<file path="src/rtl/accu_frame_sched_pkg.sv">
`default_nettype none
// ============================================================================
//  Module      : accu_pkg
//  Description : Shared types, default widths and helper function for the
//                round-robin frame accumulator scheduler.
//  Revision    : 1.0 - initial release
// ============================================================================
package accu_pkg;

    // Scheduler states; explicit 2-bit encoding.
    typedef enum logic [1:0] {
        IDLE  = 2'd0,
        ACCUM = 2'd1,
        EMIT  = 2'd2
    } state_t;

    localparam int C_DATA_W = 8;
    localparam int C_SUM_W  = 10;

    // Ceiling log2; clog2(1) returns 0.
    function automatic int clog2(input int value);
        int result;
        result = 0;
        for (int v = value - 1; v > 0; v = v >> 1) begin
            result = result + 1;
        end
        return result;
    endfunction

endpackage
`default_nettype wire

</file>
<file path="src/rtl/accu_frame_sched_if.sv">
`default_nettype none
// ============================================================================
//  Module      : accu_frame_sched_if
//  Description : Requester beat bus and result bus of the frame accumulator
//                scheduler. res_partial exists only when
//                ACCU_FRAME_TIMEOUT_EN is defined.
//  Revision    : 1.0 - initial release
// ============================================================================
interface accu_frame_sched_if
    import accu_pkg::*;
#(
    parameter int N_REQ  = 4,
    parameter int DATA_W = C_DATA_W,
    parameter int SUM_W  = C_SUM_W,
    parameter int ID_W   = clog2(N_REQ)
);
    logic [N_REQ-1:0]        req_valid;
    logic [N_REQ*DATA_W-1:0] req_data;
    logic [N_REQ-1:0]        req_ready;
    logic                    res_valid;
    logic                    res_ready;
    logic [SUM_W-1:0]        res_data;
    logic [ID_W-1:0]         res_id;
    logic                    busy;
`ifdef ACCU_FRAME_TIMEOUT_EN
    logic                    res_partial;

    modport master (
        output req_valid, req_data, res_ready,
        input  req_ready, res_valid, res_data, res_id, busy, res_partial
    );
    modport slave (
        input  req_valid, req_data, res_ready,
        output req_ready, res_valid, res_data, res_id, busy, res_partial
    );
`else
    modport master (
        output req_valid, req_data, res_ready,
        input  req_ready, res_valid, res_data, res_id, busy
    );
    modport slave (
        input  req_valid, req_data, res_ready,
        output req_ready, res_valid, res_data, res_id, busy
    );
`endif
endinterface
`default_nettype wire

</file>
<file path="src/rtl/accu_frame_sched_rr_arbiter.sv">
`default_nettype none
// ============================================================================
//  Module      : rr_arbiter
//  Description : Combinational round-robin search: returns the first asserted
//                request at or after the pointer, wrapping modulo N_REQ.
//  Revision    : 1.0 - initial release
// ============================================================================
module rr_arbiter
    import accu_pkg::*;
#(
    parameter int N_REQ = 4,
    parameter int ID_W  = clog2(N_REQ)
) (
    input  logic [N_REQ-1:0] req,
    input  logic [ID_W-1:0]  ptr,
    output logic [ID_W-1:0]  grant,
    output logic             any_req
);
    int w_best;
    int w_dist;

    // Pick the requester with the smallest wrapped distance from the pointer.
    always_comb begin
        grant   = '0;
        any_req = 1'b0;
        w_best  = N_REQ;
        w_dist  = 0;
        for (int i = 0; i < N_REQ; i++) begin
            w_dist = i - int'(ptr);
            if (w_dist < 0) begin
                w_dist = w_dist + N_REQ;
            end
            if (req[i] && (w_dist < w_best)) begin
                w_best  = w_dist;
                grant   = ID_W'(i);
                any_req = 1'b1;
            end
        end
    end

endmodule
`default_nettype wire

</file>
<file path="src/rtl/accu_frame_sched.sv">
`default_nettype none
// ============================================================================
//  Module      : accu_frame_sched
//  Description : Round-robin scheduler sharing one frame accumulator between
//                N_REQ requesters; emits the frame sum tagged with its
//                requester id. Optional idle timeout with partial-frame
//                results is enabled by defining ACCU_FRAME_TIMEOUT_EN.
//  Revision    : 1.0 - initial release
// ============================================================================
module accu_frame_sched
    import accu_pkg::*;
#(
    parameter int N_REQ     = 4,
    parameter int DATA_W    = C_DATA_W,
    parameter int FRAME_LEN = 4,
    parameter int SUM_W     = C_SUM_W,
    parameter int ID_W      = clog2(N_REQ)
`ifdef ACCU_FRAME_TIMEOUT_EN
    ,
    parameter int TIMEOUT   = 16
`endif
) (
    input  logic                 clk,
    input  logic                 rst,
    accu_frame_sched_if.slave    bus
);
    localparam int CNT_W  = (clog2(FRAME_LEN) < 1) ? 1 : clog2(FRAME_LEN);

    state_t              r_state;
    logic [ID_W-1:0]     r_grant;
    logic [ID_W-1:0]     r_ptr;
    logic [CNT_W-1:0]    r_count;
    logic [SUM_W-1:0]    r_sum;
    logic [SUM_W-1:0]    r_res_data;
    logic [ID_W-1:0]     r_res_id;
    logic                r_res_valid;

    logic [ID_W-1:0]     w_arb_grant;
    logic                w_any_req;
    logic                w_sel_valid;
    logic [DATA_W-1:0]   w_sel_data;
    logic [N_REQ-1:0]    w_req_ready;
    logic                w_beat;
    logic                w_last;
    logic [SUM_W-1:0]    w_sum_next;
    logic [ID_W-1:0]     w_ptr_next;

`ifdef ACCU_FRAME_TIMEOUT_EN
    localparam int IDLE_W = (clog2(TIMEOUT + 1) < 1) ? 1 : clog2(TIMEOUT + 1);
    logic [IDLE_W-1:0]   r_idle;
    logic                r_res_partial;
    assign bus.res_partial = r_res_partial;
`endif

    rr_arbiter #(
        .N_REQ (N_REQ),
        .ID_W  (ID_W)
    ) u_arb (
        .req     (bus.req_valid),
        .ptr     (r_ptr),
        .grant   (w_arb_grant),
        .any_req (w_any_req)
    );

    // Select the granted requester's valid/data and drive its ready while accumulating.
    always_comb begin
        w_sel_valid = 1'b0;
        w_sel_data  = '0;
        w_req_ready = '0;
        for (int i = 0; i < N_REQ; i++) begin
            if (r_grant == ID_W'(i)) begin
                w_sel_valid    = bus.req_valid[i];
                w_sel_data     = bus.req_data[i*DATA_W +: DATA_W];
                w_req_ready[i] = (r_state == ACCUM);
            end
        end
    end

    assign w_beat     = (r_state == ACCUM) && w_sel_valid;
    assign w_last     = (r_count == CNT_W'(FRAME_LEN - 1));
    assign w_sum_next = r_sum + SUM_W'(w_sel_data);
    assign w_ptr_next = (r_grant == ID_W'(N_REQ - 1)) ? '0 : r_grant + 1'b1;

    assign bus.req_ready = w_req_ready;
    assign bus.res_valid = r_res_valid;
    assign bus.res_data  = r_res_data;
    assign bus.res_id    = r_res_id;
    assign bus.busy      = (r_state != IDLE);

    // Scheduler FSM: arbitrate, accumulate one frame, hold the result until accepted.
    always_ff @(posedge clk or posedge rst) begin
        if (rst) begin
            r_state     <= IDLE;
            r_grant     <= '0;
            r_ptr       <= '0;
            r_count     <= '0;
            r_sum       <= '0;
            r_res_data  <= '0;
            r_res_id    <= '0;
            r_res_valid <= 1'b0;
`ifdef ACCU_FRAME_TIMEOUT_EN
            r_idle        <= '0;
            r_res_partial <= 1'b0;
`endif
        end else begin
            case (r_state)
                IDLE: begin
                    if (w_any_req) begin
                        r_grant <= w_arb_grant;
                        r_sum   <= '0;
                        r_count <= '0;
                        r_state <= ACCUM;
`ifdef ACCU_FRAME_TIMEOUT_EN
                        r_idle  <= '0;
`endif
                    end
                end
                ACCUM: begin
                    if (w_beat) begin
                        r_sum   <= w_sum_next;
                        r_count <= r_count + 1'b1;
`ifdef ACCU_FRAME_TIMEOUT_EN
                        r_idle  <= '0;
`endif
                        if (w_last) begin
                            r_res_data  <= w_sum_next;
                            r_res_id    <= r_grant;
                            r_res_valid <= 1'b1;
                            r_state     <= EMIT;
`ifdef ACCU_FRAME_TIMEOUT_EN
                            r_res_partial <= 1'b0;
`endif
                        end
                    end
`ifdef ACCU_FRAME_TIMEOUT_EN
                    // Stalled for TIMEOUT consecutive cycles: flush what we have, or drop an empty grant.
                    else if (r_idle == IDLE_W'(TIMEOUT - 1)) begin
                        r_idle <= '0;
                        if (r_count != '0) begin
                            r_res_data    <= r_sum;
                            r_res_id      <= r_grant;
                            r_res_valid   <= 1'b1;
                            r_res_partial <= 1'b1;
                            r_state       <= EMIT;
                        end else begin
                            r_ptr   <= w_ptr_next;
                            r_state <= IDLE;
                        end
                    end else begin
                        r_idle <= r_idle + 1'b1;
                    end
`endif
                end
                EMIT: begin
                    if (bus.res_ready) begin
                        r_res_valid <= 1'b0;
                        r_ptr       <= w_ptr_next;
                        r_state     <= IDLE;
                    end
                end
                default: begin
                    r_state <= IDLE;
                end
            endcase
        end
    end

endmodule
`default_nettype wire

</file>
<file path="src/flat_wrapper.sv">
// flat-port wrapper written by rule: the top's interface ports become plain ports
module accu_frame_sched_flat import accu_pkg::*;
#(
    parameter int N_REQ     = 4,
    parameter int DATA_W    = C_DATA_W,
    parameter int FRAME_LEN = 4,
    parameter int SUM_W     = C_SUM_W,
    parameter int ID_W      = clog2(N_REQ)

)
  (clk, rst, bus_req_valid, bus_req_data, bus_res_ready, bus_req_ready, bus_res_valid, bus_res_data, bus_res_id, bus_busy);
  accu_frame_sched_if #(.N_REQ(N_REQ), .DATA_W(DATA_W), .SUM_W(SUM_W), .ID_W(ID_W)) bus_i ();
  input  logic clk;
  input  logic rst;
  input wire logic [$bits(bus_i.req_valid)-1:0] bus_req_valid;
  input wire logic [$bits(bus_i.req_data)-1:0] bus_req_data;
  input wire logic [$bits(bus_i.res_ready)-1:0] bus_res_ready;
  output wire logic [$bits(bus_i.req_ready)-1:0] bus_req_ready;
  output wire logic [$bits(bus_i.res_valid)-1:0] bus_res_valid;
  output wire logic [$bits(bus_i.res_data)-1:0] bus_res_data;
  output wire logic [$bits(bus_i.res_id)-1:0] bus_res_id;
  output wire logic [$bits(bus_i.busy)-1:0] bus_busy;
  assign bus_i.req_valid = bus_req_valid;
  assign bus_i.req_data = bus_req_data;
  assign bus_i.res_ready = bus_res_ready;
  assign bus_req_ready = bus_i.req_ready;
  assign bus_res_valid = bus_i.res_valid;
  assign bus_res_data = bus_i.res_data;
  assign bus_res_id = bus_i.res_id;
  assign bus_busy = bus_i.busy;
  accu_frame_sched #(.N_REQ(N_REQ), .DATA_W(DATA_W), .FRAME_LEN(FRAME_LEN), .SUM_W(SUM_W), .ID_W(ID_W)) u_core (.clk(clk), .rst(rst), .bus(bus_i));
endmodule
</file>
<file path="config.mk">
export PLATFORM = sky130hd
export DESIGN_NAME = accu_frame_sched_flat
export DESIGN_NICKNAME = d
export VERILOG_FILES = /design/src/rtl/accu_frame_sched_pkg.sv /design/src/rtl/accu_frame_sched_if.sv /design/src/rtl/accu_frame_sched_rr_arbiter.sv /design/src/rtl/accu_frame_sched.sv /design/src/flat_wrapper.sv
export SDC_FILE = /design/constraint.sdc
export NUM_CORES = 1
export LEC_CHECK = 0
export CORE_MARGIN = 2
export CORE_UTILIZATION = 34
export DETAILED_ROUTE_END_ITERATION = 7
export GPL_TIMING_DRIVEN = 1
export SYNTH_ARGS = -nofsm -noshare
export SYNTH_HDL_FRONTEND = slang
export SYNTH_SLANG_ARGS = --single-unit
export TNS_END_PERCENT = 50
</file>
<file path="constraint.sdc">
create_clock -name clk -period 4.9 [get_ports clk]
set_input_delay 0.49 -clock clk [delete_from_list [all_inputs] [get_ports clk]]
set_output_delay 0.49 -clock clk [all_outputs]
set_load 0.03 [all_outputs]
</file>
Yosys cells after proc, flatten, opt, wreduce, memory -nomap -nowiden:

Cells that the tools add are included.

* register bits: 31
* input port bits: 39
* word-level logic and storage cells: 95
* output and inout bits: 18

* reductions and logical operators: 16
* eq/ne operators: 10
* $add $sub $neg: 11
* magnitude comparators: 8
* multiplexer cells: 42

Operators by type and width (number)
* $mux W32: 7
* $lt A32 B32 Y1: 3
* $add A32 B4 Y32 const B: 1
* $lt A32 B1 Y1 const B: 1
* $lt A32 B4 Y1 const B: 1
* $mux W8: 4
* $mux W10: 2
* $pmux W10 S2: 1
* $mux W2: 9
* $mux W1: 16
* $add A3 B4 Y5 const B: 3
* $add A10 B8 Y10: 1
* $lt A3 B1 Y1 const B: 3
* $eq A2 B2 Y1 const B: 4
* $reduce_and A4 Y1: 2
* $pmux W2 S3: 1
* $reduce_and A3 Y1: 2
* $reduce_bool A2 Y1: 3
* $sub A1 B2 Y3 const A: 2
* $sub A2 B2 Y3 const A: 2
* $logic_and A1 B1 Y1: 5
* $add A2 B1 Y2 const B: 2
* $eq A2 B1 Y1 const B: 2
* $logic_not A2 Y1: 2
* other kinds (5): 8

Depth between registers and ports, before layout:

Gate-level depths: netlist of run 1.

* depth in word-level cells: 17
* depth in mapped cells: 15
* mapped depth without buffers: 15

Cells and area by module:

A second synthesis of run 1 with hierarchy kept.

* cell total of the unflattened synthesis: 261
* area total of the unflattened synthesis: 2298.5 um2

By module, submodules not included
* accu_frame_sched: instances 1, area an instance 2074.5 um2, cells an instance 228, seq. area each 775.7 um2
* rr_arbiter: instances 1, area an instance 224.0 um2, cells an instance 33, seq. area each 0.0 um2

Worst setup path after synthesis of run 1:

Ideal clock, no wire load.

* path type: reg-to-reg
* start point: register u_core.r_grant[0]
* end point: register u_core.r_res_data[8] (netlist: u_core.bus.res_data[8])
* path buffers: 0
* clock period less this slack: 2.917 ns
* data required time: 4.775 ns
* setup time: 0.125 ns
* stages on the path, launching flop included: 16
* path slack: 1.983 ns
* arrival time: 2.792 ns
* cell sequence: dfrtp_1 > inv_1 > ha_1 > nor2b_1 > a22oi_1 > nor2_1 > a21oi_1 > o21ai_0 > ha_1 > inv_1 > fa_1 > nor2b_1 > o211ai_1 > a21oi_1 > xor2_1 > mux2_4

* longest elaborated chain between the ends: 7
* elaborated cells on any way between the ends: 15
* those cells by class: add/sub: 1; eq/ne: 3; mux: 8; reduce/logical: 3

RTL lines
* start, declared: line accu_frame_sched.sv:30 `logic [ID_W-1:0] r_grant;`
* start signal, assigned: line accu_frame_sched.sv:109 `r_grant <= w_arb_grant;`
* branches (longest 7 deep; another with $add A10 B8 Y10)
* end signal, assigned: line accu_frame_sched.sv:126 `r_res_data <= w_sum_next;`
* end, declared: line accu_frame_sched.sv:34 `logic [SUM_W-1:0] r_res_data;`

Parallel ways; which one is timed is not known.
A chain may end at the register's enable or synchronous reset.

Final worst setup path of run 1:

* start point: register u_core.r_grant[1]
* end point: register u_core.r_res_data[8] (netlist: u_core.bus.res_data[8])

The elaborated chain is that of the path after synthesis.

==> impl_table.tex, run 1 <==
\begin{tabular}{lr}
\hline
Metric & Value \\
\hline
\multicolumn{2}{l}{\textbf{Status}} \\
Result of the run & finished clean \\
\multicolumn{2}{l}{\textbf{STA}} \\
Actual transition at the worst max-transition pin & about 0.69 ns \\
Final period utilization & between 70\% and 80\% \\
Final Worst Setup Slack & 1.43 ns \\
Total Negative Setup Slacks & 0 ns \\
Upper clock frequency limit & 288 MHz \\
RSZ-0062 raised after global routing & no \\
Post-route minimum period & between 3 and 4 ns \\
Final hold violation count & 0 \\
Setup-violating endpoint count in the final report & 0 \\
Headroom to the max-slew limit & 54.1\% \\
Final max-slew violation count & 0 \\
Worst-case clock skew & 0.00675 ns \\
\multicolumn{2}{l}{\textbf{Global routing}} \\
Vias in the first global route & 1787 \\
Antenna violations before repair & 0 \\
All-layer global routing usage & 14.8\% \\
Maximum number of pins on one net before global-route repair & 32 \\
First-pass GRT wire length & 8680 um \\
GR Overflow Total & 0 \\
\multicolumn{2}{l}{\textbf{Pwr}} \\
Worst supply voltage drop on vdd & 0.300 mV \\
Logic gate share of total power & between 70\% and 80\% \\
Share of total power in the clock network & 9.1\% \\
Leakage Power & 1.29 nW \\
Power share of the sequential group & 20.9\% \\
Cell Int Power & 1.16 mW \\
NetSw & 1.05 mW \\
Net switching share of the total power & 47.4\% \\
Power per cell area & 767 nW/um2 \\
\multicolumn{2}{l}{\textbf{Floorplanning}} \\
Core Area & approximately 6300 um2 \\
Number of ports placed on the die boundary & 57 \\
Die boundary height & 84.9 um \\
DIE WIDTH & 84.9 um \\
Die ar. & 7210 um2 \\
Initial Util & 35.0\% \\
FP Rows & 29 \\
\multicolumn{2}{l}{\textbf{Yosys}} \\
Mapped Cells & roughly 240 \\
Proportion of netlist area held by the largest area contributor & 34.9\% \\
Share of flip-flops with an asynchronous set or reset after synthesis & 100\% \\
Post-Synthesis Cell Area & 2220 um2 \\
Post-synthesis register bit count & 31 \\
Number of distinct library cells after synthesis & 48 \\
Number of flops mapped to enable cells by yosys & 0 \\
Net count after synthesis & 297 \\
Register area share after synthesis & 34.9\% \\
Most common flop cell mapped by yosys & sky130\_fd\_sc\_hd\_\_dfrtp\_1 \\
Average cell area after synthesis & 9.19 um2 \\
Ys Warns & 0 \\
Dominant cell type by area after synthesis & sky130\_fd\_sc\_hd\_\_dfrtp\_1 \\
Synth area leaders & sky130\_fd\_sc\_hd\_\_dfrtp\_1 35\%, sky130\_fd\_sc\_hd\_\_ha\_1 8.4\%, sky130\_fd\_sc\_hd\_\_o21ai\_0 3.8\% \\
\multicolumn{2}{l}{\textbf{Placed design}} \\
Global placement routability congestion & approximately 0.81 \\
Worst Setup Slack post-DPL & 1.46 ns \\
Total placed cells including tap cells & 363 \\
DPL Wire Length & 3820 um \\
Buffers on Ports & 56 \\
\multicolumn{2}{l}{\textbf{Critical path}} \\
Setup slack of the worst register-to-register path & 1.43 ns \\
Worst Setup Path Type & flop to flop \\
Crit path to & u\_core.bus.res\_data[8]\$\_DFFE\_PP0P\_ \\
Critical path startpoint category & flop \\
Cell-by-cell trace of the critical path & inv\_1 -> ha\_1 -> nor2b\_1 -> a22oi\_1 -> nor2\_1 -> a21oi\_1 -> o21ai\_0 -> ha\_1 -> inv\_1 -> fa\_1 -> nor2b\_1 -> o211ai\_1 -> a21oi\_1 -> xor2\_1 -> mux2\_4 \\
Critical path launch point & u\_core.r\_grant[1]\$\_DFFE\_PP0P\_ \\
Reg2reg end & u\_core.bus.res\_data[8]\$\_DFFE\_PP0P\_ \\
Signal arrival time at the worst endpoint & 3.64 ns \\
Worst Setup End Kind & flop \\
Reg2reg start & u\_core.r\_grant[1]\$\_DFFE\_PP0P\_ \\
Required time at the worst-slack endpoint & about 5.1 ns \\
R2R depth & 15 \\
Largest fanout on the critical path & 13 \\
Crit-path slowest cell & sky130\_fd\_sc\_hd\_\_nor2b\_1 \\
Largest stage delay on the critical path & 0.46 ns \\
\multicolumn{2}{l}{\textbf{Clock tree}} \\
Max Buffers Root-to-Sink & 2 \\
Cell at the root of the clock tree & sky130\_fd\_sc\_hd\_\_clkbuf\_8 \\
CTS tree & yes \\
Post-CTS setup buffer count & 0 \\
Total clock buffers created by CTS & 5 \\
Post-CTS Resized & 0 \\
Clock-pin slew of the registers on the worst-case setup and hold paths & around 0.07 ns \\
Clock sinks & 31 \\
Post-cts hold buffer count & 0 \\
H-tree depth reported by CTS & 2 \\
Worst skew pair latency & just under 0.3 ns \\
\multicolumn{2}{l}{\textbf{Drt}} \\
Post-route antenna net violation count & 0 \\
Detailed-router iteration count before antenna repair & 4 \\
Post-route DRC & 0 \\
Iteration-0 DRC Markers & a little over 60 \\
Overall routed net length & just over 5000 um \\
Number of vias after detailed routing & 1893 \\
Vias per inst & 5.10 \\
DR WL/cell & around 14 um \\
\multicolumn{2}{l}{\textbf{Finish}} \\
Layout cells sized above 1 & 8.84\% \\
Final-stage net count & 348 \\
Area growth from synthesis to layout & 29.7\% \\
Post-layout utilization of the core & a little under half \\
Count of placed standard cells in the final layout, fillers left out & 371 \\
Number of diodes added for antenna fixing & 0 \\
Fill cells & 621 \\
\multicolumn{2}{l}{\textbf{Worst hold path}} \\
Hold Crit Class & flop to flop \\
\multicolumn{2}{l}{\textbf{Job}} \\
Max Cap Violations & 0 \\
\hline
\end{tabular}
==> cells in the mapped netlist, drive strengths merged (5+ instances only) <==
master   n
and2     5
nand3    7
mux2     9
xor2     5
o21ai   20
ha      15
nor2b    5
buf      8
clkbuf   5
inv     15
mux2i    6
and3     6
nand2   19
a21oi   14
a22oi    7
dfrtp   31
a21o    10
nor2    14
==> power groups by stage <==
stage	sequential (mW)	combinational [mW]	clock (mW)
after global routing	0.483	1.73	0.222
after detailed placement	0.466	1.56	0
final	0.463	1.55	0.201
after CTS	0.464	1.57	0.207
after global placement	0.464	1.54	0
after floorplan	0.538	1.10	0
==> critical path: cells and delay by family (launching register included) <==
kind / cells / cell delay, ns
buffers and inverters: 2 / 0.14
muxes: 1 / 0.26
and+or+nand+nor: 3 / 0.75
xor gates and xnor gates: 1 / 0.10
DFF: 1 / 0.42
adders and majority gates: 3 / 0.95
AOI/OAI and AO/OA: 5 / 0.72
==> how the worst min path moves through the flow <==
stage                     slack, ns                            endpoint                          startpoint  depth (start not counted)
after global routing           0.54       u_core.r_count[0]$_DFFE_PP0P_       u_core.r_count[0]$_DFFE_PP0P_                          1
after global placement         0.49       u_core.r_count[0]$_DFFE_PP0P_       u_core.r_count[0]$_DFFE_PP0P_                          1
after CTS                      0.51       u_core.r_count[0]$_DFFE_PP0P_       u_core.r_count[0]$_DFFE_PP0P_                          1
final                          0.51       u_core.r_count[0]$_DFFE_PP0P_       u_core.r_count[0]$_DFFE_PP0P_                          1
after floorplan                0.47       u_core.r_count[0]$_DFFE_PP0P_       u_core.r_count[0]$_DFFE_PP0P_                          1
after detailed placement       0.50  u_core.bus.res_data[7]$_DFFE_PP0P_  u_core.bus.res_data[7]$_DFFE_PP0P_                          1
==> metal layers <==
layer  track usage (%)  up-vias  wire, um  share of wire, %
met1              22.0      870      2650                52
met3              3.11        6       238               4.7
li1                  -      965         -                 -
met4              4.76        0        76               1.5
met2              21.4       52      2100                41
met5                 0        -         0                 0
==> cells in the final DEF (no fill, tap or decap), drive strengths merged, types with 5 or more instances in the layout <==
cell type / instances
a21o: 10
nor2: 14
dfrtp: 31
mux2: 9
inv: 15
mux2i: 6
nand3: 7
xor2: 5
ha: 15
and3: 6
nand2: 19
a22oi: 7
o21ai: 20
clkbuf: 5
clkdlybuf4s50: 56
and2: 5
a21oi: 14
nor2b: 5
==> metrics by stage <==
step | total power [mW] | hold slack, ns | instance area [um2]
after global routing | 2.43 | 0.539 | 2890
final | 2.21 | 0.511 | 2890
after floorplan | 1.64 | 0.466 | 2220
after global placement | 2.00 | 0.485 | 2800
after detailed placement | 2.03 | 0.498 | 2800
after CTS | 2.24 | 0.510 | 2890
==> cell families (layout without fill, tap and decap cells) <==
family	Yosys count	after routing	share of synthesized area, %
mux	15	15	8.10
xor+xnor	9	9	3.54
compound gates	76	76	22.3
buf+inv	28	80	6.69
flops	31	31	34.9
fa+ha+maj	16	16	9.34
simple gates	67	67	15.1
==> state kept, by name, indices dropped and copies added, names as in the netlist <==
name                  flops
u_core.r_sum             10
u_core.r_state            2
u_core.r_count            2
u_core.r_grant            2
u_core.bus.res_valid      1
u_core.bus.res_data      10
u_core.bus.res_id         2
u_core.r_ptr              2
==> final cells by class <==
cell class                      count  area [um2]  area share [%]
Tap cell                           77        96.3            3.34
Inverter                           15        56.3            1.95
Clock buffer                        5        68.8            2.39
Clock inverter                      3        20.0           0.694
Timing Repair Buffer               57         568            19.7
Multi-Input combinational cell    183        1300            45.1
Sequential cell                    31         776            26.9
Power figures use the tool's default switching activity.
==> inputs of run 2 (changes only) <==
==> constraint.sdc (replaced) <==
create_clock -name clk -period 3 [get_ports clk]
set_input_delay 0.3 -clock clk [delete_from_list [all_inputs] [get_ports clk]]
set_output_delay 0.3 -clock clk [all_outputs]
set_load 0.03 [all_outputs]
==> impl_table.tex, run 2 (synthesis results as in run 1) <==
\begin{tabular}{lr}
\hline
Metric & Value \\
\hline
\multicolumn{2}{l}{\textbf{Critical path}} \\
Crit-path slowest cell & sky130\_fd\_sc\_hd\_\_or4\_4 \\
CP dominant cell by count & sky130\_fd\_sc\_hd\_\_ha\_2 \\
Total buffers and inverters traversed by the critical path & 2 (unchanged) \\
Largest delay share family, worst path & simple AND/OR/NAND/NOR gates \\
Required time at the worst-slack endpoint & 3.17 ns (-1.90 ns) \\
Worst Setup End Kind & flop \\
Largest fanout on the critical path & 5 (-8) \\
Critical path startpoint category & flop \\
Cell-by-cell trace of the critical path & inv\_2 -> ha\_2 -> nor2b\_4 -> buf\_4 -> a22oi\_1 -> nor2\_1 -> a21oi\_1 -> o21ai\_1 -> ha\_2 -> or4\_4 -> o21ai\_2 -> a21oi\_2 -> xor2\_1 -> mux2\_4 \\
Worst Setup Path Type & flop to flop \\
Largest stage delay on the critical path & 0.49 ns (+0.03 ns) \\
Signal arrival time at the worst endpoint & 2.99 ns (-0.65 ns) \\
\multicolumn{2}{l}{\textbf{STA}} \\
Final period utilization & 93.9\% (+23 points) \\
Total Negative Setup Slacks & 0 ns (unchanged) \\
Final max-slew violation count & 0 (unchanged) \\
RSZ-0062 raised after global routing & no \\
Actual transition at the worst max-transition pin & 0.408 ns (-0.281 ns) \\
Worst-case clock skew & 0.00368 ns (-0.00307 ns) \\
Tightest hold margin & 0.404 ns (-0.106 ns) \\
Setup-violating endpoint count in the final report & 0 (unchanged) \\
Final hold violation count & 0 (unchanged) \\
Headroom to the max-slew limit & 72.8\% (+19 points) \\
Post-route minimum period & 2.82 ns (-0.654 ns) \\
Final Worst Setup Slack & 0.183 ns (-1.25 ns) \\
Upper clock frequency limit & 355 MHz (+23\%) \\
\multicolumn{2}{l}{\textbf{Global routing}} \\
Maximum number of pins on one net before global-route repair & 32 (unchanged) \\
Antenna violations before repair & 0 (unchanged) \\
All-layer global routing usage & 15.3\% (+0.53 points) \\
GR Overflow Total & 0 (unchanged) \\
First-pass GRT wire length & 8810 um (+1.5\%) \\
Vias in the first global route & 1851 (+3.6\%) \\
\multicolumn{2}{l}{\textbf{Drt}} \\
DR WL/cell & 14.0 um (+2.6\%) \\
Overall routed net length & 5430 um (+7.3\%) \\
Post-route DRC & 0 (unchanged) \\
Detailed-router iteration count before antenna repair & 4 (unchanged) \\
Number of vias after detailed routing & 1968 (+4.0\%) \\
Vias per inst & 5.07 (-0.59\%) \\
Iteration-0 DRC Markers & 89 (+44\%) \\
Post-route antenna net violation count & 0 (unchanged) \\
\multicolumn{2}{l}{\textbf{Placed design}} \\
Worst Setup Slack post-DPL & -0.0508 ns (-1.51 ns) \\
Global placement routability congestion & 0.803 (-1.2\%) \\
DPL Wire Length & 4130 um (+8.1\%) \\
Total placed cells including tap cells & 378 (+4.1\%) \\
Buffers on Ports & 56 (unchanged) \\
Instance area at placement & 2910 um2 (+4.0\%) \\
\multicolumn{2}{l}{\textbf{Floorplanning}} \\
Die ar. & 7210 um2 (unchanged) \\
Die boundary height & 84.9 um (unchanged) \\
Initial Util & 35.0\% (unchanged) \\
Number of ports placed on the die boundary & 57 (unchanged) \\
FP Rows & 29 (unchanged) \\
Core Area & 6350 um2 (unchanged) \\
DIE WIDTH & 84.9 um (unchanged) \\
\multicolumn{2}{l}{\textbf{Finish}} \\
Most used cells in the layout excluding fill and tap cells & 56 x sky130\_fd\_sc\_hd\_\_clkdlybuf4s50\_1, 31 x sky130\_fd\_sc\_hd\_\_dfrtp\_1, 19 x sky130\_fd\_sc\_hd\_\_nand2\_1 \\
Layout cells sized above 1 & 18.6\% (+9.8 points) \\
Post-layout utilization of the core & 48.8\% (+3.3 points) \\
Commonest non-fill, non-tap cell in the layout & sky130\_fd\_sc\_hd\_\_clkdlybuf4s50\_1 \\
Area growth from synthesis to layout & 39.2\% \\
Count of placed standard cells in the final layout, fillers left out & 388 (+4.6\%) \\
Post-route cell area & 3100 um2 (+7.3\%) \\
Number of diodes added for antenna fixing & 0 (unchanged) \\
Final-stage net count & 365 (+4.9\%) \\
\multicolumn{2}{l}{\textbf{Pwr}} \\
Power per cell area & 1310 nW/um2 (+71\%) \\
Worst supply voltage drop on vdd & 0.770 mV (+160\%) \\
Leakage Power & 1.40 nW (+8.9\%) \\
Post-layout power & 4.07 mW (+84\%) \\
\multicolumn{2}{l}{\textbf{Worst hold path}} \\
Hold Crit Class & primary input to async pin \\
\multicolumn{2}{l}{\textbf{Clock tree}} \\
H-tree depth reported by CTS & 2 (unchanged) \\
Cell at the root of the clock tree & sky130\_fd\_sc\_hd\_\_clkbuf\_8 \\
Clock sinks & 31 (unchanged) \\
Total clock buffers created by CTS & 5 (unchanged) \\
Worst skew pair latency & 0.28 ns (about the same) \\
Clock-pin slew of the registers on the worst-case setup and hold paths & 0.07 ns (about the same) \\
CTS tree & yes \\
Max Buffers Root-to-Sink & 2 (unchanged) \\
\multicolumn{2}{l}{\textbf{Status}} \\
Result of the run & finished clean \\
\multicolumn{2}{l}{\textbf{Job}} \\
Max Cap Violations & 0 (unchanged) \\
\hline
\end{tabular}
## run 2: cell count changes in the layout (fill, tap and decap cells not counted), sizes merged
cell / previous run / this run
buf: 1 / 18
clkinvlp: 2 / 0
bufinv: 0 / 1
clkbuf: 5 / 6
## run 2: path summary, 6_finish.rpt
check                                              startpoint                                  to  slack, ns  cells past startpoint
setup / recovery                u_core.r_grant[0]$_DFFE_PP0P_  u_core.bus.res_data[8]$_DFFE_PP0P_       0.18                     14
hold / removal                                            rst    u_core.bus.res_id[0]$_DFFE_PP0P_       0.40                      3
setup reg to reg                u_core.r_grant[0]$_DFFE_PP0P_  u_core.bus.res_data[8]$_DFFE_PP0P_       0.18                     14
min in group clk           u_core.bus.res_data[7]$_DFFE_PP0P_  u_core.bus.res_data[7]$_DFFE_PP0P_       0.51                      1
max in group asynchronous                                 rst  u_core.bus.res_data[4]$_DFFE_PP0P_       2.31                      3
hold reg to reg            u_core.bus.res_data[7]$_DFFE_PP0P_  u_core.bus.res_data[7]$_DFFE_PP0P_       0.51                      1
## run 2: report_power, final
part | internal [mW] | switching, mW
combinational | 1.36 | 1.54
sequential | 0.614 | 0.132
clock | 0.269 | 0.162
total | 2.24 | 1.83
## run 2: worst reg2reg max path: stages, from the launching register on
cell and delay [ns]:
sky130_fd_sc_hd__dfrtp_1 0.41, sky130_fd_sc_hd__inv_2 0.07, sky130_fd_sc_hd__ha_2 0.20, sky130_fd_sc_hd__nor2b_4 0.16, sky130_fd_sc_hd__buf_4 0.14, sky130_fd_sc_hd__a22oi_1 0.06, sky130_fd_sc_hd__nor2_1 0.10, sky130_fd_sc_hd__a21oi_1 0.05
sky130_fd_sc_hd__o21ai_1 0.17, sky130_fd_sc_hd__ha_2 0.31, sky130_fd_sc_hd__or4_4 0.49, sky130_fd_sc_hd__o21ai_2 0.08, sky130_fd_sc_hd__a21oi_2 0.06, sky130_fd_sc_hd__xor2_1 0.15, sky130_fd_sc_hd__mux2_4 0.26
## run 2: cell type report
type	instances	area (um2)
fillers	605	3250
multi-input cells	183	1360
flip-flops and latches	31	776
repair buffers	74	696
well taps	77	96.3
clock buffers	6	82.6
inverters	15	56.3
clock inverters	2	35.0
## run 2: repair_timing
item	CTS	global route
gates resized for setup	2	20
pin swaps	0	5
gates cloned	0	0
hold buffers	0	0
setup endpoints to repair	2	11
setup buffers	0	2
hold endpoints to repair	0	0
## run 2: per-layer routing
metal	track usage, %	share of wire [%]	vias to the layer above
met1	21.1	50	905
met2	24.0	44	55
li1	-	-	1004
met3	3.50	4.9	4
met4	4.91	1.1	0
met5	0	0	-
==> inputs of run 3 (changes only) <==
--- a/config.mk
+++ b/config.mk
@@ -12,4 +12,3 @@
 export SYNTH_ARGS = -nofsm -noshare
 export SYNTH_HDL_FRONTEND = slang
 export SYNTH_SLANG_ARGS = --single-unit
-export TNS_END_PERCENT = 50
==> results of run 3 <==
Final layout, timing and power as in run 2 (identical DEF).
